## config.mk

```make
export PLATFORM = sky130hd
export DESIGN_NAME = draw_image
export DESIGN_NICKNAME = d
export VERILOG_FILES = /design/src/rtl/draw_image_pkg.sv /design/src/rtl/draw_image_delay.sv /design/src/rtl/draw_image.sv
export SDC_FILE = /design/constraint.sdc
export NUM_CORES = 1
export LEC_CHECK = 0
export ABC_AREA = 0
export CORE_MARGIN = 1
export CORE_UTILIZATION = 55
export DETAILED_ROUTE_END_ITERATION = 6
export PLACE_DENSITY = 0.89
export SYNTH_ARGS = -nofsm -noshare
export SYNTH_HDL_FRONTEND = slang
export SYNTH_SLANG_ARGS = --single-unit
```

## constraint.sdc

```tcl
create_clock -name clk -period 14.28 [get_ports clk]
set_clock_uncertainty 0.05 [all_clocks]
set_input_delay 2.856 -clock clk [delete_from_list [all_inputs] [get_ports clk]]
set_output_delay 2.856 -clock clk [all_outputs]
set_load 0.005 [all_outputs]
```

## src/rtl/draw_image_pkg.sv

```systemverilog
// Shared VGA constants for the draw_* pipeline stages.
// Counter, colour and ROM address widths live here.
package draw_image_pkg;

  localparam int CNT_W  = 11;
  localparam int RGB_W  = 12;
  localparam int ADDR_W = 20;
  localparam int CMP_W  = CNT_W + 1;
  localparam int REL_W  = ADDR_W / 2;
  localparam int TIM_W  = 2 * CNT_W + 4 + RGB_W;

endpackage

```

## src/rtl/draw_image_delay.sv

```systemverilog
// Fixed-latency shift register for the timing/colour bundle.
// Every stage clears asynchronously so no stale data survives reset.
module delay #(
  parameter int WIDTH   = 38,
  parameter int CLK_DEL = 3
) (
  input  logic             clk,
  input  logic             rst,
  input  logic [WIDTH-1:0] din,
  output logic [WIDTH-1:0] dout
);

  logic [WIDTH-1:0] pipe [CLK_DEL];

  always_ff @(posedge clk or posedge rst) begin
    if (rst) begin
      for (int i = 0; i < CLK_DEL; i++)
        pipe[i] <= '0;
    end else begin
      pipe[0] <= din;
      for (int i = 1; i < CLK_DEL; i++)
        pipe[i] <= pipe[i-1];
    end
  end

  assign dout = pipe[CLK_DEL-1];

endmodule

```

## src/rtl/draw_image.sv

```systemverilog
// Overlays a ROM image on the VGA stream at a per-frame position.
// Three-clock pipeline: address, ROM read, composite.
module draw_image
  import draw_image_pkg::*;
#(
  parameter int               IMG_W   = 1024,
  parameter int               IMG_H   = 768,
  parameter bit               KEY_EN  = 1'b1,
  parameter logic [RGB_W-1:0] KEY_RGB = 12'hF0F
) (
  input  logic              clk,
  input  logic              rst,
  input  logic [CNT_W-1:0]  hcount_in,
  input  logic [CNT_W-1:0]  vcount_in,
  input  logic              hsync_in,
  input  logic              hblnk_in,
  input  logic              vsync_in,
  input  logic              vblnk_in,
  input  logic [RGB_W-1:0]  rgb_in,
  input  logic [CNT_W-1:0]  xpos,
  input  logic [CNT_W-1:0]  ypos,
  input  logic [RGB_W-1:0]  rgb_pixel,
  output logic [ADDR_W-1:0] pixel_addr,
  output logic [CNT_W-1:0]  hcount_out,
  output logic [CNT_W-1:0]  vcount_out,
  output logic              hsync_out,
  output logic              hblnk_out,
  output logic              vsync_out,
  output logic              vblnk_out,
  output logic [RGB_W-1:0]  rgb_out
);

  localparam logic [CMP_W-1:0] W_EXT = CMP_W'(IMG_W);
  localparam logic [CMP_W-1:0] H_EXT = CMP_W'(IMG_H);

  logic             vblnk_prev;
  logic [CNT_W-1:0] xpos_lat;
  logic [CNT_W-1:0] ypos_lat;

  // Position is only taken at the start of vertical blank.
  always_ff @(posedge clk or posedge rst) begin
    if (rst) begin
      vblnk_prev <= 1'b0;
      xpos_lat   <= '0;
      ypos_lat   <= '0;
    end else begin
      vblnk_prev <= vblnk_in;
      if (vblnk_in && !vblnk_prev) begin
        xpos_lat <= xpos;
        ypos_lat <= ypos;
      end
    end
  end

  logic [CMP_W-1:0] h_ext, v_ext;
  logic [CMP_W-1:0] x_ext, y_ext;
  logic             in_img_c;
  logic [REL_W-1:0] rel_x, rel_y;

  assign h_ext = {1'b0, hcount_in};
  assign v_ext = {1'b0, vcount_in};
  assign x_ext = {1'b0, xpos_lat};
  assign y_ext = {1'b0, ypos_lat};

  // One extra bit keeps right/bottom edges from wrapping.
  assign in_img_c = (h_ext >= x_ext) && (h_ext < x_ext + W_EXT)
                 && (v_ext >= y_ext) && (v_ext < y_ext + H_EXT)
                 && !hblnk_in && !vblnk_in;

  assign rel_x = hcount_in[REL_W-1:0] - xpos_lat[REL_W-1:0];
  assign rel_y = vcount_in[REL_W-1:0] - ypos_lat[REL_W-1:0];

  logic             in_img_s1;
  logic             in_img_s2;
  logic             use_px;
  logic [RGB_W-1:0] px_s3;

  always_ff @(posedge clk or posedge rst) begin
    if (rst) begin
      pixel_addr <= '0;
      in_img_s1  <= 1'b0;
      in_img_s2  <= 1'b0;
      use_px     <= 1'b0;
      px_s3      <= '0;
    end else begin
      pixel_addr <= in_img_c ? {rel_y, rel_x} : '0;
      in_img_s1  <= in_img_c;
      in_img_s2  <= in_img_s1;
      use_px     <= in_img_s2
                 && !(KEY_EN && (rgb_pixel == KEY_RGB));
      px_s3      <= rgb_pixel;
    end
  end

  logic [TIM_W-1:0] tim_d;
  logic [RGB_W-1:0] rgb_d;

  delay #(
    .WIDTH   (TIM_W),
    .CLK_DEL (3)
  ) u_delay (
    .clk  (clk),
    .rst  (rst),
    .din  ({hcount_in, vcount_in, hsync_in, hblnk_in,
            vsync_in, vblnk_in, rgb_in}),
    .dout (tim_d)
  );

  assign {hcount_out, vcount_out, hsync_out, hblnk_out,
          vsync_out, vblnk_out, rgb_d} = tim_d;

  // Final select reads only stage-3 registers.
  assign rgb_out = (hblnk_out || vblnk_out) ? '0
                 : use_px                   ? px_s3
                 :                            rgb_d;

endmodule

```

* Word-level counts from Yosys, hierarchy flattened
Cells that the tools add are included.
** Storage, ports and cells
- Flip-flop bits (word level) :: 172
- Output and inout port bits :: 58
- Logic and storage cells :: 35
** Cells by class
- Muxes and demuxes :: 3
- Reduce and logical (&&, ||, !) cells :: 12
- Order comparisons :: 4
- Eq/ne operators :: 1
- Add/sub/neg operators :: 4
** Operator list (count)
- $lt A11 B12 Y1 :: 2
- $mux W12 :: 2
- $ge A11 B11 Y1 :: 2
- $mux W20 :: 1
- $sub A10 B10 Y10 :: 2
- $add A11 B10 Y12 const B :: 1
- $add A11 B11 Y12 const B :: 1
- $eq A12 B12 Y1 const B :: 1
- $logic_and A1 B1 Y1 :: 7
- $logic_not A1 Y1 :: 4
- $logic_or A1 B1 Y1 :: 1

* Longest topological paths before layout
Gate-level depths: netlist of the first run.
- Depth in word-level cells :: 8
- Depth in mapped cells :: 10
- Mapped depth without buffers :: 9

* Hierarchy
From an unflattened synthesis of the first run, not the netlist that was laid out.
** Second synthesis, totals
- Cells, all modules :: 485
- Area total of the unflattened synthesis :: 6573.8 sq um
** Modules (own cells, without submodules)
- draw_image :: cells an instance 332, times used 1, area an instance 3432.0 sq um, seq. area each 1451.4 sq um
- delay :: cells an instance 153, times used 1, area an instance 3141.8 sq um, seq. area each 2852.7 sq um

* Least setup slack after synthesis of the first run
No wires, ideal clock.
- Path type :: input port to flip-flop
- Start :: input port hcount_in[0]
- End :: register pixel_addr[11]
- Library setup time :: 0.095 ns
- Stages :: 10
- Slack :: 9.505 ns
- Data required time :: 14.135 ns
- Data arrival time :: 4.630 ns
- Path buffers :: 1
- Cell sequence :: inv_1 > ha_1 > inv_1 > fa_1 > a21o_1 > a21oi_1 > o221a_1 > o221ai_2 > buf_6 > nor4b_2
** On the way
- Word-level cells in the longest chain between the ends :: 7
** Ends and longest elaborated chain
- from (decl) :: line draw_image.sv:13 : input logic [CNT_W-1:0] hcount_in,
- $lt A11 B12 Y1 / $ge A11 B11 Y1 (equally long branches) :: line draw_image.sv:66 : assign in_img_c = (h_ext >= x_ext) && (h_ext < x_ext + W_EXT)
- $logic_and A1 B1 Y1 * :: line draw_image.sv:66
- $logic_and A1 B1 Y1 * (2 in series) :: line draw_image.sv:67 : && (v_ext >= y_ext) && (v_ext < y_ext + H_EXT)
- $logic_and A1 B1 Y1 * (2 in series) :: line draw_image.sv:68 : && !hblnk_in && !vblnk_in;
- $mux W20 * :: line draw_image.sv:86 : pixel_addr <= in_img_c ? {rel_y, rel_x} : '0;
- to (signal assigned) :: line draw_image.sv:86
- to (decl) :: line draw_image.sv:23 : output logic [ADDR_W-1:0] pixel_addr,
Every way passes the cells marked *; elsewhere a longest branch is shown, timed or not.
A chain may end at the register's enable or synchronous reset.

* Worst setup path after layout of the first run
- Start :: input port vcount_in[0]
- End :: register pixel_addr[2]
** On the way
- Word-level cells in the longest chain between the ends :: 6
** Ends and longest elaborated chain
- from (decl) :: line draw_image.sv:14 : input logic [CNT_W-1:0] vcount_in,
- $ge A11 B11 Y1 :: line draw_image.sv:67
- $logic_and A1 B1 Y1 :: line draw_image.sv:67
- $logic_and A1 B1 Y1 * :: line draw_image.sv:67
- $logic_and A1 B1 Y1 * (2 in series) :: line draw_image.sv:68
- $mux W20 * :: line draw_image.sv:86
Marks and branches as above.

==> impl_results.rst, run 1 <==
.. list-table::
   :header-rows: 1

   * - Metric
     - Value
   * - Count of flip-flops with a built-in enable after synthesis
     - 0
   * - Data arrival time of the worst path
     - 5540 ps
   * - Worst vdd ir
     - 89.05 uV
   * - P_leak
     - 3.591 nW
   * - Synthesis-stage register bit count
     - 171
   * - Clock latency at the later pin of the worst-skew pair
     - 420 ps
   * - Slew Limit Headroom
     - 14.58%
   * - Detailed-route DRC error count
     - 0
   * - Number of nets with antenna violations after routing
     - 0
   * - Synthesis-to-finish area growth
     - 28.94%
   * - Fill cells
     - 733
   * - Status
     - completed
   * - Register Area
     - 4279 um2
   * - Total Die Area
     - 12080 um2
   * - Total area of multi-input combinational cells
     - between 1500 and 2000 um2
   * - TritonCTS clock tree
     - yes
   * - I/O Pins
     - 132
   * - Cell type of the slowest stage on the worst timing path
     - nor2_2
   * - Post-CTS setup repair buffer count
     - 0
   * - Number of hold buffers added after cts
     - 0
   * - Setup repair after global routing missed its margin
     - false
   * - Number of violations of the max-capacitance limit
     - 0
   * - Worst setup path category
     - in -> reg
   * - Final hold violation count
     - 0
   * - Area fraction of the dominant cell type after synthesis
     - 66.84%
   * - Routability congestion estimate
     - 0.9468
   * - Delay of the slowest critical-path stage
     - slightly below 1000 ps
   * - Routed length per instance
     - 17.81 um
   * - Final worst path period need
     - approximately 5300 ps
   * - Critical path required time
     - roughly 14000 ps
   * - Worst path buffer plus inverter count
     - 3
   * - Reg2Reg Setup Slack
     - 11520 ps
   * - Sequential area share after synthesis
     - 66.84%
   * - Worst Min Path Start
     - u_delay.pipe[79]$_DFF_PP0_
   * - Layout cells sized above 1
     - 10.94%
   * - Total Neg Setup Slack
     - 0 ps
   * - Placeable core region
     - about 11000 um2
   * - Family with the most delay on the worst path
     - simple AND/OR/NAND/NOR gates
   * - Vias
     - ~4000
   * - Most used DFF post-synth
     - dfrtp_1
   * - End point of the worst hold path
     - u_delay.pipe[41]$_DFF_PP0_
   * - Number of antenna repair diodes
     - 0
   * - Transition time at the pin with the least slew margin
     - 1280 ps
   * - Endpoint of the most critical register-to-register path
     - pixel_addr[2]$_DFF_PP0_
   * - Number of cell instances on the worst register-to-register path
     - 8
   * - Peak Freq
     - 0.1871 GHz
   * - Y dimension of the die
     - 109.9 um
   * - Worst path setup slack after routing
     - just under 9000 ps
   * - Via/cell ratio
     - approximately 5.3
   * - Nets
     - between 600 and 700
   * - Number of cell rows
     - 39
   * - Hold depth
     - 0
   * - Worst Setup Start Kind
     - input pin
   * - Total Routing Usage GR
     - a little under a quarter
   * - CTS resizes
     - 0
   * - Worst reg2reg path startpoint
     - ypos_lat[0]$_DFFE_PP0P_
   * - Share of synthesized flip-flops with an asynchronous set or reset
     - 100.0%
   * - Most area-consuming cells after synthesis
     - dfrtp_1 (67%), ha_1 (5.5%), nor4_2 (3.5%), buf_4 (2.6%), o21ai_0 (2.1%)
   * - Critical Path End Type
     - flip-flop
   * - Initial antenna violation count
     - 0
   * - Maximum fanout along the worst path
     - 21
   * - First-pass GRT wire length
     - 20710 um
   * - Global route overflow
     - 0
   * - Via count of the first global-routing pass
     - 4153
   * - Detailed-routing iteration count for the pre-antenna-repair pass
     - 5
   * - Count of distinct cell types in the synthesized netlist
     - 50
   * - Max-slew violations
     - 0
   * - Avg Cell Area, Syn
     - 13.80 um2
   * - Number of setup violations in the final report
     - 0
   * - Worst setup slack after placement
     - around 8600 ps
   * - Worst Hold Class
     - reg -> reg
   * - Number of sinks on the clock net
     - 171
   * - Maximum number of pins on one net before global-route repair
     - 96
   * - Reg clk slew, reported paths
     - 60 ps
   * - Starting Density
     - 56.31%
   * - Yosys Warn Count
     - 0
   * - Final HPWL from detailed placement
     - 9129 um
   * - Post-synthesis cell area
     - 6402 um2
   * - Master cell of the clock root buffer
     - clkbuf_16
   * - Number of buffers created by CTS
     - 17
   * - Number of instances in the synthesized netlist
     - 464
   * - Chip Width
     - 109.9 um
   * - Post-Synthesis Net Count
     - between 500 and 600
   * - H-tree levels
     - 4
   * - Routed Wire Length
     - roughly 13000 um
   * - DRC violation total after the first TritonRoute iteration
     - 226
   * - Final period util
     - 37.43%
   * - Leading area contributor after synthesis
     - dfrtp_1
   * - Number of buffers on the longest clock path
     - 2
   * - Cells traversed along the worst timing path
     - clkdlybuf4s50_1 > inv_1 > ha_1 > inv_1 > fa_1 > a211oi_2 > nor3_1 > a211oi_2 > nor2_2 > nor4_2
   * - Power per standard cell area
     - about 140 nW/um2
   * - Count of input and output buffers
     - approximately 130
[per-stage QoR]
| stage | cells | total power (W) | cell area [um2] | utilization (%) | hold WS, ps |
|---|---|---|---|---|---|
| finish | 737 | 0.001137 | 8255 | 72.61 | 293.8 |
| global route | 737 | 0.001187 | 8255 | 72.61 | 296.6 |
| floorplan | 464 | 0.0006420 | 6402 | - | 281.2 |
| global placement | 705 | 0.0006922 | 7675 | 67.50 | 281.5 |
| CTS | 737 | 0.001145 | 8255 | 72.61 | 295.4 |
| detailed placement | 705 | 0.0007017 | 7675 | 67.50 | 284.7 |
[placed cells by master (no fill, tap or decap), types with 7 or more instances in the layout]
master / synthesis / final
ha_1: 28 / 28
nor2_1: 19 / 18
nand2b_1: 7 / 7
dfrtp_1: 171 / 171
o21ai_0: 27 / 27
clkdlybuf4s50_1: 0 / 131
clkbuf_16: 0 / 17
a21o_1: 10 / 10
xor2_1: 7 / 7
mux2i_1: 12 / 12
nand2_1: 29 / 29
a21oi_1: 17 / 17
inv_1: 29 / 28
nor4_2: 18 / 18
[final cells by class]
cell class / instances / share of cell area [%]
sequential: 171 / 51.83
tap: 143 / 2.167
timing repair buffer: 134 / 16.16
clock buffer: 21 / 5.699
inverter: 29 / 1.379
clock inverter: 11 / 1.334
multi-input combinational: 228 / 21.43
[metal layers]
layer	GRT usage, %	routed length [um]	vias up
met5	0	0	-
met4	8.667	223	0
met3	7.587	1023	24
met2	41.61	6804	141
met1	27.21	5077	1923
li1	-	-	1796
[synthesized netlist by cell type, types with 2 or more instances]
| cell type | n |
|---|---|
| a211o_1 | 2 |
| a211oi_2 | 2 |
| a21o_1 | 10 |
| a21oi_1 | 17 |
| a311oi_1 | 2 |
| buf_1 | 2 |
| buf_2 | 2 |
| buf_4 | 22 |
| buf_6 | 4 |
| clkbuf_1 | 6 |
| dfrtp_1 | 171 |
| fa_1 | 2 |
| ha_1 | 28 |
| inv_1 | 29 |
| mux2_2 | 2 |
| mux2i_1 | 12 |
| nand2_1 | 29 |
| nand2b_1 | 7 |
| nand3_1 | 4 |
| nand4_1 | 3 |
| nand4b_1 | 3 |
| nor2_1 | 19 |
| nor3_1 | 2 |
| nor4_2 | 18 |
| o211ai_1 | 3 |
| o21ai_0 | 27 |
| o21bai_1 | 2 |
| xnor2_1 | 6 |
| xor2_1 | 7 |
[state kept, by name (all words and copies together), names as in the netlist]
name / count
px_s3: 12
use_px: 1
in_img_s1: 1
u_delay.dout: 38
pixel_addr: 20
in_img_s2: 1
xpos_lat: 11
ypos_lat: 11
u_delay.pipe: 76
[how the worst max path moves through the flow]
stage / cells after the start / slack [ps] / end / startpoint
after floorplan: 1 / 6740 / in_img_s1$_DFF_PP0_ / rst
after global placement: 10 / 8730 / pixel_addr[1]$_DFF_PP0_ / vcount_in[0]
after detailed placement: 10 / 8590 / pixel_addr[6]$_DFF_PP0_ / vcount_in[0]
after CTS: 10 / 8940 / pixel_addr[2]$_DFF_PP0_ / vcount_in[0]
after global routing: 10 / 8780 / pixel_addr[2]$_DFF_PP0_ / vcount_in[0]
final: 10 / 8930 / pixel_addr[2]$_DFF_PP0_ / vcount_in[0]
[report_power, final]
group	switching, W	internal [W]	leakage [nW]
Clock	0.000184	0.000256	0.265
Combinational	0.0000951	0.0000779	1.27
Sequential	0.0000107	0.000513	2.06
[worst register-to-register path: stages, from the launching register on]
cell      delay (ps)
dfrtp_1          400
ha_1             210
inv_1             70
fa_1             240
a211oi_2         100
nor3_1           290
a211oi_2         110
nor2_2           990
nor4_2           150
[cells by family after synthesis]
family,Yosys count,synth area share (%)
compound gates,77,8.091
xor+xnor,13,1.778
fa+ha+maj,30,6.097
buf+inv,65,5.609
flops,171,66.84
mux,14,2.228
simple gates,94,9.361
Note: power is estimated with default switching activity, not from simulation.
==> run 2: changes to the inputs <==
--- a/config.mk
+++ b/config.mk
@@ -7,9 +7,9 @@
 export LEC_CHECK = 0
 export ABC_AREA = 0
 export CORE_MARGIN = 1
-export CORE_UTILIZATION = 55
+export CORE_UTILIZATION = 51
 export DETAILED_ROUTE_END_ITERATION = 6
-export PLACE_DENSITY = 0.89
+export PLACE_DENSITY = 0.84
 export SYNTH_ARGS = -nofsm -noshare
 export SYNTH_HDL_FRONTEND = slang
 export SYNTH_SLANG_ARGS = --single-unit
==> constraint.sdc (replaced) <==
create_clock -name clk -period 5 [get_ports clk]
set_clock_uncertainty 0.05 [all_clocks]
set_input_delay 1 -clock clk [delete_from_list [all_inputs] [get_ports clk]]
set_output_delay 1 -clock clk [all_outputs]
set_load 0.005 [all_outputs]
==> run 2 against run 1 <==
Against the previous run: worst setup slack got worse by 7400 ps; sequential cell count unchanged; hold slack worse by 1.7 ps; non-clock buffer count is 1 higher; critical path depth unchanged; combinational power rose to 2.8 times the previous value; sequential share of layout area decreased by 0.30 points; design area rose by 0.58%; largest power group unchanged; final cell count is 3.5% higher; largest cell class unchanged.
==> impl_results.rst, run 2 (synthesis gave the netlist of run 1 again) <==
.. list-table::
   :header-rows: 1

   * - Metric
     - Value
   * - Most common library cell in the layout ignoring fill and taps
     - dfrtp_1
   * - First-pass GRT wire length
     - roughly 20000 um
   * - Worst Min Path Start
     - u_delay.pipe[85]$_DFF_PP0_
   * - Reg2Reg Setup Slack
     - 2250 ps
   * - Final HPWL from detailed placement
     - 8708 um
   * - Count of input and output buffers
     - ~130
   * - Master cell of the clock root buffer
     - clkbuf_16
   * - Worst setup slack after placement
     - about 1200 ps
   * - Routed Wire Length
     - 12320 um
   * - Top reg by flops
     - u_delay.pipe
   * - Initial antenna violation count
     - 0
   * - Worst Hold Class
     - reg -> reg
   * - Worst vdd ir
     - approximately 260 uV
   * - Setup repair after global routing missed its margin
     - false
   * - Total Routing Usage GR
     - 20.52%
   * - Worst reg2reg path startpoint
     - ypos_lat[8]$_DFFE_PP0P_
   * - GR Layer Usage met1
     - 25.91%
   * - Source of the critical timing path
     - vcount_in[0]
   * - Number of hold buffers added after cts
     - 0
   * - Reg clk slew, reported paths
     - 70 ps
   * - Y dimension of the die
     - 114.0 um
   * - Starting Density
     - a little over half
   * - Delay of the slowest critical-path stage
     - about 950 ps
   * - WHS
     - 292.2 ps
   * - I/O Pins
     - roughly 130
   * - Chip Width
     - 114.0 um
   * - Number of buffers on the longest clock path
     - 2
   * - Max FFs per register
     - 76
   * - CTS resizes
     - 0
   * - Number of sinks on the clock net
     - roughly 170
   * - Data arrival time of the worst path
     - 3610 ps
   * - Number of nets with antenna violations after routing
     - 0
   * - Worst Setup Start Kind
     - input pin
   * - Nets
     - 686
   * - Power per standard cell area
     - 392.4 nW/um2
   * - Number of setup violations in the final report
     - 0
   * - Number of cell rows
     - 40
   * - Final worst path period need
     - 3421 ps
   * - Placeable core region
     - 12110 um2
   * - Maximum fanout along the worst path
     - 21
   * - Total Neg Setup Slack
     - 0 ps
   * - Clock latency at the later pin of the worst-skew pair
     - about 420 ps
   * - Cell type of the slowest stage on the worst timing path
     - nor2_2
   * - Post-CTS setup repair buffer count
     - 0
   * - Total Die Area
     - 13010 um2
   * - Detailed-route DRC error count
     - 0
   * - Slew Limit Headroom
     - 18.24%
   * - Transition time at the pin with the least slew margin
     - 1225 ps
   * - Core utilization of the finished layout
     - around two thirds
   * - Maximum number of pins on one net before global-route repair
     - between 90 and 100
   * - Routed length per instance
     - 16.15 um
   * - P_leak
     - 3.614 nW
   * - Total power
     - 0.003258 W
   * - Global routing usage on met3
     - under 10%
   * - Worst path setup slack after routing
     - 1579 ps
   * - Worst setup path category
     - in -> reg
   * - Via count of the first global-routing pass
     - 3936
   * - Final period util
     - 68.42%
   * - Critical path required time
     - about 5200 ps
   * - Final hold violation count
     - 0
   * - Number of violations of the max-capacitance limit
     - 0
   * - Met2 usage in global routing
     - 34.26%
   * - H-tree levels
     - 4
   * - Cells traversed along the worst timing path
     - clkdlybuf4s50_1 > inv_1 > ha_1 > inv_1 > fa_1 > a211oi_2 > nor3_1 > a211oi_2 > nor2_2 > nor4b_1
   * - Peak Freq
     - between 0.2 and 0.3 GHz
   * - DRC violation total after the first TritonRoute iteration
     - roughly 290
   * - Commonest non-fill, non-tap cells in the layout
     - dfrtp_1 (171), clkdlybuf4s50_1 (131), nand2_1 (29)
   * - TritonCTS clock tree
     - yes
   * - Max-slew violations
     - 0
   * - Detailed-routing iteration count for the pre-antenna-repair pass
     - 4
   * - GRT Max-Usage Layer
     - met2
   * - Routability congestion estimate
     - 0.8588
   * - Number of antenna repair diodes
     - 0
   * - Number of buffers created by CTS
     - 17
   * - Vias
     - 3835
   * - Synthesis-to-finish area growth
     - 29.69%
   * - Layout cells sized above 1
     - a little under an eighth
   * - Critical Path End Type
     - flip-flop
   * - Via/cell ratio
     - 5.026
   * - Global route overflow
     - 0
   * - Status
     - completed
[run 2: report_power, final]
group          switching, W  internal, W
Combinational      0.000264     0.000224
Clock              0.000572     0.000706
Sequential        0.0000283      0.00146
[run 2: worst max-delay path, delay by kind of cell]
kind / cells / cell delay [ps]
adder cells (fa/ha/maj): 2 / 440
AND/OR/NAND/NOR: 3 / 1350
buffers and inverters: 3 / 610
AO/OA/AOI/OAI: 2 / 200
[run 2: path summary, 6_finish.rpt]
| kind | to | cells after the start |
|---|---|---|
| min in group asynchronous | u_delay.pipe[89]$_DFF_PP0_ | 2 |
| worst min-delay path | u_delay.pipe[47]$_DFF_PP0_ | 0 |
| max in group asynchronous | u_delay.pipe[83]$_DFF_PP0_ | 3 |
| worst max register to register | pixel_addr[12]$_DFF_PP0_ | 9 |
| worst max-delay path | pixel_addr[1]$_DFF_PP0_ | 10 |
| worst min register to register | u_delay.pipe[47]$_DFF_PP0_ | 0 |
[run 2: metrics by stage]
stage	cells	cell area [um2]
3_3_place_gp	731	7725
3_5_place_dp	731	7725
5_1_grt	763	8303
4_1_cts	763	8303
2_1_floorplan	464	6406
6_report	763	8303
[run 2: layout make-up]
cell class / instances / area [um2]
Inverter: 29 / 112.6
Timing Repair Buffer: 135 / 1354
Clock inverter: 15 / 152.6
Tap cell: 168 / 210.2
Clock buffer: 17 / 425.4
Fill cell: 855 / 3809
Sequential cell: 171 / 4279
Multi-Input combinational cell: 228 / 1769
[run 2: metal layers]
layer / vias up / share of wire (%)
li1: 1804 / -
met1: 1896 / 43
met2: 122 / 51
met3: 13 / 4.8
met4: 0 / 1.3
met5: - / 0
==> run 3: changes to the inputs <==
--- a/config.mk
+++ b/config.mk
@@ -7,9 +7,9 @@
 export LEC_CHECK = 0
 export ABC_AREA = 0
 export CORE_MARGIN = 1
-export CORE_UTILIZATION = 51
+export CORE_UTILIZATION = 46
 export DETAILED_ROUTE_END_ITERATION = 6
-export PLACE_DENSITY = 0.84
+export PLACE_DENSITY = 0.8
 export SYNTH_ARGS = -nofsm -noshare
 export SYNTH_HDL_FRONTEND = slang
 export SYNTH_SLANG_ARGS = --single-unit
==> constraint.sdc (replaced) <==
create_clock -name clk -period 3.1 [get_ports clk]
set_clock_uncertainty 0.05 [all_clocks]
set_input_delay 0.62 -clock clk [delete_from_list [all_inputs] [get_ports clk]]
set_output_delay 0.62 -clock clk [all_outputs]
set_load 0.005 [all_outputs]
==> run 3 against run 2 <==
Against the previous run: sequential power increased by 62%; register-to-register slack lost 1800 ps; sequential cell count is the same; worst setup slack worse by 1300 ps; sequential share of layout area decreased by 0.74 points; power up 60%.
==> impl_results.rst, run 3 (synthesis gave the netlist of run 1 again) <==
.. list-table::
   :header-rows: 1

   * - Metric
     - Value
   * - Logic gate share of total power
     - 15.7%
   * - Routability congestion estimate
     - 0.8303
   * - Max-slew violations
     - 0
   * - Master cell of the clock root buffer
     - clkbuf_16
   * - Family with the most delay on the worst path
     - compound AO/OA/AOI/OAI gates
   * - Most common library cell in the layout ignoring fill and taps
     - dfrtp_1
   * - Max FFs per register
     - 76
   * - Number of antenna repair diodes
     - 0
   * - Synthesis-to-finish area growth
     - 31.58%
   * - Cell with the most instances on the worst path
     - inv_1
   * - Starting Density
     - 47.78%
   * - Worst path buffer plus inverter count
     - 4
   * - Y dimension of the die
     - approximately 120 um
   * - Number of violations of the max-capacitance limit
     - 0
   * - Number of hold buffers added after cts
     - 0
   * - Chip Width
     - 120.0 um
   * - Commonest non-fill, non-tap cells in the layout
     - dfrtp_1 (171), clkdlybuf4s50_1 (131), nand2_1 (29)
   * - Layout cells sized above 1
     - 12.73%
   * - Maximum number of pins on one net before global-route repair
     - 39
   * - Final worst path period need
     - 2863 ps
   * - Number of sinks on the clock net
     - between 150 and 200
   * - Fill cells
     - 974
   * - H-tree levels
     - 4
   * - Post-CTS setup repair buffer count
     - 0
   * - Final hold violation count
     - 0
   * - Setup repair after global routing missed its margin
     - false
   * - Register share of total power
     - 46.3%
   * - Number of nets with antenna violations after routing
     - 0
   * - Number of buffers created by CTS
     - 17
   * - Via count of the first global-routing pass
     - 4191
   * - Top reg by flops
     - u_delay.pipe
   * - Switching pwr
     - 0.001294 W
   * - Number of setup violations in the final report
     - 0
   * - Detailed-route DRC error count
     - 0
   * - GR Layer Usage met1
     - 25.27%
   * - Via/cell ratio
     - roughly 5.0
   * - Routed length per instance
     - ~16 um
   * - Delay of the slowest critical-path stage
     - 420 ps
   * - Final HPWL from detailed placement
     - 9318 um
   * - Worst vdd ir
     - 354.7 uV
   * - Total Die Area
     - 14390 um2
   * - Vias
     - 3937
   * - Placeable core region
     - 13400 um2
   * - Initial antenna violation count
     - 0
   * - Nets
     - about 700
   * - Int Pwr
     - 0.003914 W
   * - Clock network fraction of total power
     - 38.0%
   * - Global route overflow
     - 0
   * - Cells traversed along the worst timing path
     - clkdlybuf4s50_1 > inv_1 > ha_1 > inv_1 > fa_1 > a21o_1 > a21oi_1 > o221a_1 > o221ai_2 > buf_4 > nor4_2
   * - Count of input and output buffers
     - approximately 130
   * - Worst setup path category
     - in -> reg
   * - Number of buffers on the longest clock path
     - 2
   * - Global routing usage on met3
     - ~5%
   * - Power per standard cell area
     - approximately 620 nW/um2
   * - Met2 usage in global routing
     - 31.25%
   * - Routed Wire Length
     - 12790 um
   * - GRT Max-Usage Layer
     - met2
   * - Number of cell rows
     - 42
   * - Final period util
     - 92.34%
   * - Status
     - completed
   * - Worst path setup slack after routing
     - around 240 ps
   * - CTS resizes
     - 0
   * - Worst setup slack after placement
     - -166.3 ps
   * - Switching fraction of total power
     - ~25%
   * - Total Routing Usage GR
     - 19.72%
   * - Clock latency at the later pin of the worst-skew pair
     - 420 ps
   * - Maximum fanout along the worst path
     - 11
   * - P_leak
     - 3.677 nW
   * - I/O Pins
     - ~130
   * - Peak Freq
     - 0.3493 GHz
   * - TritonCTS clock tree
     - yes
   * - Reg clk slew, reported paths
     - 60 ps
   * - Critical Path End Type
     - flip-flop
   * - Detailed-routing iteration count for the pre-antenna-repair pass
     - 4
   * - Core utilization of the finished layout
     - 62.87%
   * - Transition time at the pin with the least slew margin
     - 761.8 ps
   * - DRC violation total after the first TritonRoute iteration
     - between 150 and 200
   * - Critical path required time
     - 3370 ps
   * - Worst Setup Start Kind
     - input pin
   * - Cell type of the slowest stage on the worst timing path
     - clkdlybuf4s50_1
   * - Data arrival time of the worst path
     - 3130 ps
   * - Slew Limit Headroom
     - 49.10%
   * - First-pass GRT wire length
     - roughly 21000 um
   * - Worst Hold Class
     - reg -> reg
-- run 3: cell types whose count changed in the layout (fill, tap and decap cells not counted) --
cell        delta
inv_8          -4
inv_6          -5
clkinvlp_4     +1
buf_12         +4
buf_4          +7
bufinv_16      +1
clkinv_2       +6
-- run 3: layout make-up --
| type | instances | area, um2 | share of cell area (%) |
|---|---|---|---|
| Clock buffer | 17 | 425.4 | 5.050 |
| Multi-Input combinational cell | 228 | 1769 | 21.00 |
| Timing Repair Buffer | 146 | 1486 | 17.64 |
| Tap cell | 176 | 220.2 | 2.614 |
| Sequential cell | 171 | 4279 | 50.79 |
| Clock inverter | 14 | 131.4 | 1.559 |
| Inverter | 29 | 112.6 | 1.337 |
-- run 3: routing by layer --
layer	share of wire, %	vias up
met5	0	-
met4	2.5	0
met3	5.6	22
met2	50	143
met1	42	1962
li1	-	1810
-- run 3: power groups by stage --
stage | logic, W | registers, W | clock network (W)
3_3_place_gp | 0.000789 | 0.00244 | 0
4_1_cts | 0.000821 | 0.00241 | 0.00203
3_5_place_dp | 0.000810 | 0.00245 | 0
2_1_floorplan | 0.000523 | 0.00243 | 0
5_1_grt | 0.000908 | 0.00242 | 0.00212
6_report | 0.000818 | 0.00241 | 0.00198
-- run 3: per-stage QoR --
stage	hold slack, ps	power, W	std cells	cell area [um2]	setup TNS, ps
2_1_floorplan	281.2	0.002958	464	6406	0
3_3_place_gp	281.3	0.003233	750	7868	-28.55
3_5_place_dp	284.7	0.003261	750	7868	-2180
4_1_cts	298.5	0.005260	781	8424	0
5_1_grt	303.4	0.005449	781	8424	0
6_report	297.1	0.005208	781	8424	0
-- run 3: worst paths after layout --
kind / start / depth (start not counted) / slack (ps) / to
setup / recovery: hcount_in[0] / 11 / 240 / pixel_addr[16]$_DFF_PP0_
hold / removal: u_delay.pipe[90]$_DFF_PP0_ / 0 / 300 / u_delay.pipe[52]$_DFF_PP0_
setup reg to reg: ypos_lat[8]$_DFFE_PP0P_ / 9 / 480 / pixel_addr[16]$_DFF_PP0_
hold reg to reg: u_delay.pipe[90]$_DFF_PP0_ / 0 / 300 / u_delay.pipe[52]$_DFF_PP0_
max in group asynchronous: rst / 3 / 1730 / u_delay.dout[33]$_DFF_PP0_
min in group asynchronous: rst / 2 / 640 / u_delay.pipe[56]$_DFF_PP0_
-- run 3: worst reg2reg max path: cells and delay by family (launching register included) --
| family | cells | cell delay (ps) |
|---|---|---|
| AO/OA/AOI/OAI | 4 | 940 |
| adder cells (fa/ha/maj) | 2 | 600 |
| buffers and inverters | 2 | 320 |
| flip-flops | 1 | 370 |
| AND/OR/NAND/NOR | 1 | 240 |
